[src/rtl/merge2_reader.sv]
`default_nettype none
// ============================================================================
// merge2_reader: pops the smaller head of two sorted FIFO runs and emits one
// merged ascending run through a registered valid/ready output stage.
// Revision: 1.0 - initial release
// ============================================================================
module merge2_reader #(
   parameter int DATA_WIDTH = 32,
   parameter int LOG2_RUN   = 2
) (
   input  logic                  clk,
   input  logic                  reset,
   input  logic                  start,
   output logic                  busy,
   output logic                  done,
   input  logic                  a_empty,
   input  logic [DATA_WIDTH-1:0] a_head,
   output logic                  a_rd_en,
   input  logic                  b_empty,
   input  logic [DATA_WIDTH-1:0] b_head,
   output logic                  b_rd_en,
   output logic [DATA_WIDTH-1:0] out_data,
   output logic                  out_valid,
   input  logic                  out_ready,
   output logic                  out_last
);

   localparam int c_cnt_w = LOG2_RUN + 1;
   localparam logic [c_cnt_w-1:0] c_run_m1 = c_cnt_w'((2 ** LOG2_RUN) - 1);

   localparam logic [2:0] c_idle    = 3'd0;
   localparam logic [2:0] c_merge   = 3'd1;
   localparam logic [2:0] c_drain_a = 3'd2;
   localparam logic [2:0] c_drain_b = 3'd3;
   localparam logic [2:0] c_flush   = 3'd4;
   localparam logic [2:0] c_done    = 3'd5;

   logic [2:0]         r_state;
   logic [2:0]         w_state_nxt;
   logic [c_cnt_w-1:0] r_cnt_a;
   logic [c_cnt_w-1:0] r_cnt_b;
   logic               w_can_load;
   logic               w_pop_a;
   logic               w_pop_b;
   logic               w_final;

   assign w_can_load = !out_valid || out_ready;

   // Leaving a MERGE/DRAIN state on the pop that fills a counter guarantees
   // a full FIFO run is never popped again.
   always_comb begin
      w_pop_a     = 1'b0;
      w_pop_b     = 1'b0;
      w_state_nxt = r_state;
      case (r_state)
         c_idle: begin
            if (start) w_state_nxt = c_merge;
         end
         c_merge: begin
            if (w_can_load && !a_empty && !b_empty) begin
               if (a_head <= b_head) begin
                  w_pop_a = 1'b1;
                  if (r_cnt_a == c_run_m1) w_state_nxt = c_drain_b;
               end else begin
                  w_pop_b = 1'b1;
                  if (r_cnt_b == c_run_m1) w_state_nxt = c_drain_a;
               end
            end
         end
         c_drain_a: begin
            if (w_can_load && !a_empty) begin
               w_pop_a = 1'b1;
               if (r_cnt_a == c_run_m1) w_state_nxt = c_flush;
            end
         end
         c_drain_b: begin
            if (w_can_load && !b_empty) begin
               w_pop_b = 1'b1;
               if (r_cnt_b == c_run_m1) w_state_nxt = c_flush;
            end
         end
         c_flush: begin
            if (out_valid && out_ready && out_last) w_state_nxt = c_done;
         end
         c_done: begin
            w_state_nxt = c_idle;
         end
         default: begin
            w_state_nxt = c_idle;
         end
      endcase
   end

   // The only pop that enters FLUSH is the one completing the whole merged run.
   assign w_final = (w_pop_a || w_pop_b) && (w_state_nxt == c_flush);

   assign a_rd_en = w_pop_a;
   assign b_rd_en = w_pop_b;
   assign busy    = (r_state != c_idle);
   assign done    = (r_state == c_done);

   always_ff @(posedge clk) begin
      if (reset) begin
         r_state   <= c_idle;
         r_cnt_a   <= '0;
         r_cnt_b   <= '0;
         out_data  <= '0;
         out_valid <= 1'b0;
         out_last  <= 1'b0;
      end else begin
         r_state <= w_state_nxt;
         if (r_state == c_idle && start) begin
            r_cnt_a <= '0;
            r_cnt_b <= '0;
         end else begin
            if (w_pop_a) r_cnt_a <= r_cnt_a + 1'b1;
            if (w_pop_b) r_cnt_b <= r_cnt_b + 1'b1;
         end
         if (w_pop_a || w_pop_b) begin
            out_data  <= w_pop_a ? a_head : b_head;
            out_valid <= 1'b1;
            out_last  <= w_final;
         end else if (out_valid && out_ready) begin
            out_valid <= 1'b0;
            out_last  <= 1'b0;
         end
      end
   end

endmodule
`default_nettype wire
[config.mk]
export PLATFORM = sky130hd
export DESIGN_NAME = merge2_reader
export DESIGN_NICKNAME = d
export VERILOG_FILES = /design/src/rtl/merge2_reader.sv
export SDC_FILE = /design/constraint.sdc
export NUM_CORES = 1
export LEC_CHECK = 0
export CAP_MARGIN = 20
export CORE_MARGIN = 2
export CORE_UTILIZATION = 35
export CTS_CLUSTER_DIAMETER = 80
export DETAILED_ROUTE_END_ITERATION = 16
export PLACE_DENSITY = 0.71
export SETUP_SLACK_MARGIN = 0.1
export SKIP_CTS_REPAIR_TIMING = 1
export SLEW_MARGIN = 20
export SYNTH_ARGS = -nofsm -noshare
export SYNTH_HDL_FRONTEND = slang
export SYNTH_SLANG_ARGS = --single-unit
[constraint.sdc]
create_clock -name clk -period 3.5 [get_ports clk]
set_input_delay 0.7 -clock clk [delete_from_list [all_inputs] [get_ports clk]]
set_output_delay 0.7 -clock clk [all_outputs]
set_load 0.02 [all_outputs]
# After elaboration in Yosys (flattened, before gate mapping)
# Index checks and enable logic that the tools add are counted.
[totals]
reg_bits = 43
output_inout_bits = 38
wordCells = 56
[classes]
add_sub_neg = 2
magnitude_cmp = 1
n_eq_ne = 8
muxes = 23
n_reduce_logical = 16
[op_table]
columns = ["operator", "n"]
rows = [
  ["32-bit less-or-equal comparator", 1],
  ["32-bit two-way mux", 1],
  ["3-bit two-way mux", 10],
  ["3-bit one-hot mux with 5 select lines", 1],
  ["3-bit by 2-bit equality test with 1-bit output (second input constant)", 4],
  ["3-bit equality test (second input constant)", 3],
  ["1-bit two-way mux", 9],
  ["1-bit logical AND", 7],
  ["3-bit by 1-bit adder with 3-bit output (second input constant)", 2],
  ["1-bit one-hot mux with 2 select lines", 2],
  ["3-bit by 1-bit equality test with 1-bit output (second input constant)", 1],
  ["1-bit zero test", 3],
  ["3-bit zero test", 1],
  ["3-bit nonzero test", 1],
  ["1-bit logical OR", 2],
  ["2-bit nonzero test", 1],
  ["2-bit OR reduction", 1],
]

# Depth between registers and ports, before layout
[depth]
depth_word = 9
ltp_mapped = 11

# Worst setup path after synthesis
# OpenSTA, ideal clock, no wires.
[synth_path]
path_type = "in2out"
from = "input port b_head[15]"
to = "output port a_rd_en"
arrival_time_ns = 2.295
t_required_ns = 2.800
slack_ns = 0.505
path_stages = 8
path_buffers = 1
cell_sequence = "inv_1 ha_1 nand4_1 a2111o_1 a31oi_4 nor4_4 buf_6 or2_4"
[synth_via]
elab_chain_cells = 4
[synth_rtl]
columns = ["element", "line_no", "source"]
rows = [
  ["start: declaration", "20", "input logic [DATA_WIDTH-1:0] b_head,"],
  ["32-bit less-or-equal comparator", "61", "if (a_head <= b_head) begin"],
  ["1-bit two-way mux", "61", ""],
  ["1-bit two-way mux", "60", "if (w_can_load && !a_empty && !b_empty) begin"],
  ["1-bit one-hot mux with 2 select lines", "55", "case (r_state)"],
  ["end: declaration", "18", "output logic a_rd_en,"],
]
# No other way between the ends.

# Final worst setup path
[layout_path]
from = "input port b_head[11]"
to = "output port a_rd_en"
# Same word-level chain as after synthesis.

==> impl_results.md <==
* Crit. End Element: primary output
* Crit path time final at 3329 ps
* Fin crit share at 95.11%
* Routed len/inst at roughly 17 um
* Vias in the first global route at 3,534
* Register area share after synthesis at 27.64%
* IO Port Bufs at 107
* CP required at approximately 2800 ps
* Initial Util at 35.89%
* I/O pin total at roughly 110
* Final Wtd Congestion at 0.8361
* Fmax at 300.4 MHz
* CTS Buf Count at 5
* PD cells at 266.9 nW/um2
* Synth Area in Adders at 14.46%
* Total congestion overflow at 0
* Async SR Flop Fraction at 0%
* Bufs and invs on worst path at 3
* Pre-antenna DRT Iters at 5
* Share of layout cells above drive strength 1 at 25.24%
* Register Area at 860.8 um2
* Compound-Gate Fraction of Synth Area at approximately 37%
* CP top delay family: simple AND/OR/NAND/NOR gates
* Worst r2r src: r_state[1]
* Top cell type by total area after synthesis: dfxtp_1
* Multi-input gate area at approximately 2300 um2
* Root buffer cell: clkbuf_8
* Max Cap Viol at 0
* Routed Wire Length at 10,880 um
* CTS Buffer Depth at 2
* Latest clock arrival within the worst-skew pair at roughly 300 ps
* Largest net degree at the start of global routing at 38
* Horiz. Die Dim at between 90 and 100 um
* Total Nets Final at 620
* Post-synth top area share at 27.64%
* Full die area at 9669 um2
* Layout area overhead at 67.90%
* Synth cell count leaders: 43 x dfxtp_1, 38 x inv_1, 37 x a21oi_1
* Critical Path, Cell by Cell: dlymetal6s2s_1 > inv_2 > ha_4 > nand4_1 > nor4_2 > and2_4 > a21oi_4 > nor4_4 > or2_4 > buf_6
* Filler cells at 767
* Synth Instances at 365
* Via Count at 3,487
* Min-delay src: out_data[6]
* CTS sink cnt at 43
* Syn avg cell area at approximately 8.5 um2
* # setup viols final at 0
* Row count at 34
* Peak supply drop at between 0.2 and 0.25 mV
* Clock Pin Slew Worst Setup and Hold Paths at 90 ps
* Post-Place Cells at 612
* Most common cell in the synthesized netlist: dfxtp_1
* Combinational family with the most area after synthesis: compound AO/OA/AOI/OAI gates
* Vias per inst at 5.597
* Hold Vio Cnt, Final at 0
* Number of flops mapped to enable cells by yosys at 0
* Initial antenna violation count at 0
* GR Util All Layers at just over 20%
* Crit-path slowest cell: nor4_2
* Antenna Diode Count at 0
* First-pass GRT wire length at 16,700 um
* RR Endpoint: out_data[1]
* CP startpoint kind: input pin
* Worst path max stage delay at 410 ps
* Synth Register Bits at 43
* Mapped Area at 3114 um2
* Synth area leaders: dfxtp_1 28%, ha_1 14%, a2bb2oi_1 9.3%
* H-tree levels at 2
* Layout Cells excl Fill at between 600 and 700
* Worst reg2reg path depth at 8
* Library cells used by synthesis at 50
* CTS tree: yes
* Synth Area in XOR/XNOR at 0%
* Post-Synth Simple-Gate Area at 11.73%
* Synth warn at 0
* CP arrival at 2630 ps
* Critical Path Start: b_head[11]
* Status: complete, no violations
* Worst setup endpoint: a_rd_en
* Crit path depth at 10
* Max-slew violation count at 0
* Initial DRC count at 175
* Setup TNS at 0 ps
* Ys flop type: dfxtp_1
* Reg-to-reg slack, setup at 1070 ps
* Mux share of post-synthesis cell area at 0.6428%
* Final Skew at 9.960 ps
* HP Class: register to register
* Worst-Margin Slew at 902.8 ps
* Post-DP HPWL at 7416 um
* Syn nets at between 400 and 500
* Leakage power at 2.573 nW
* RSZ-0062 raised after global routing: no
* Post-route ant nets at 0
* DRC viols at 0
* Area of the core at 8678 um2
* Crit Path Max Fanout at 3
* Die height at 98.33 um
* WS Path Type: input pin to primary output
* Worst slew margin at 39.69%
## registers in the layout, summed over array words and instances, names as in the netlist
register and flops:
out_last 1, r_state 3, out_valid 1, r_cnt_a 3, out_data 32, r_cnt_b 3
## worst register-to-register path, stage by stage, from the launching register on
cell,delay (ps)
dfxtp_1,430
nor2b_1,360
nand3_1,170
buf_4,190
nor2_2,500
buf_4,390
a22o_1,200
a21oi_1,40
o21ai_1,110
## layout by cell type (no fill, tap or decap), drive strengths merged, types with 3 or more instances in the layout
cell           count
dlymetal6s2s      63
buf               60
dfxtp             43
clkdlybuf4s50     40
o21ai             40
a21oi             38
inv               38
ha                36
a2bb2oi           33
nand2             18
a222oi            17
a22o              14
nor2              10
nand4              8
clkbuf             7
nand3              5
nor2b              5
nor3               5
nand2b             3
nor4               3
## area by class of cell
| cell class | count | share of cell area (%) |
|---|---|---|
| multi-input cells | 262 | 44.15 |
| well taps | 108 | 2.584 |
| repair buffers | 164 | 31.54 |
| clock buffers | 6 | 1.388 |
| flip-flops and latches | 43 | 16.46 |
| clock inverters | 2 | 1.149 |
| inverters | 38 | 2.728 |
## cell families (layout without fill, tap and decap cells)
kind of cell,count (synthesis),after routing
AOI/OAI and AO/OA,160,160
and+or+nand+nor,64,64
adders and majority gates,36,36
muxes,2,2
DFF,43,43
buffers and inverters,60,210
## layer usage
metal	up-vias	track usage, %	wire length (um)
met3	12	2.792	590
met4	0	4.531	139
li1	1696	-	-
met5	-	0	0
met2	128	37.15	5440
met1	1651	26.52	4711
## worst min-delay path by stage
stage                  end  slack (ps)  cells after the start
2_1_floorplan   r_cnt_b[1]         440                      2
5_1_grt         r_cnt_b[1]         510                      2
3_5_place_dp    r_cnt_b[1]         460                      2
6_report       out_data[6]         480                      2
4_1_cts         r_cnt_b[1]         480                      2
3_3_place_gp    r_cnt_b[1]         450                      2
## power breakdown
part	switching, mW	leakage, nW	internal [mW]
Combinational	0.192	2.16	0.214
Sequential	0.00990	0.348	0.503
Clock	0.191	0.0654	0.286
Total	0.393	2.57	1.00
## stage by stage
step / worst slack, ps / instance area (um2) / total power [mW] / util (%) / hold WS (ps)
2_1_floorplan: 504.5 / 3114 / 0.6814 / - / 438.5
3_3_place_gp: -714.6 / 4596 / 0.8777 / 52.96 / 448.3
3_5_place_dp: -699.1 / 4596 / 0.8858 / 52.96 / 459.3
4_1_cts: -713.5 / 4728 / 1.364 / 54.48 / 482.4
5_1_grt: 96.80 / 5229 / 1.463 / 60.25 / 509.0
6_report: 171.3 / 5229 / 1.396 / 60.25 / 480.5
No activity file was read; power rests on OpenSTA's default activity.
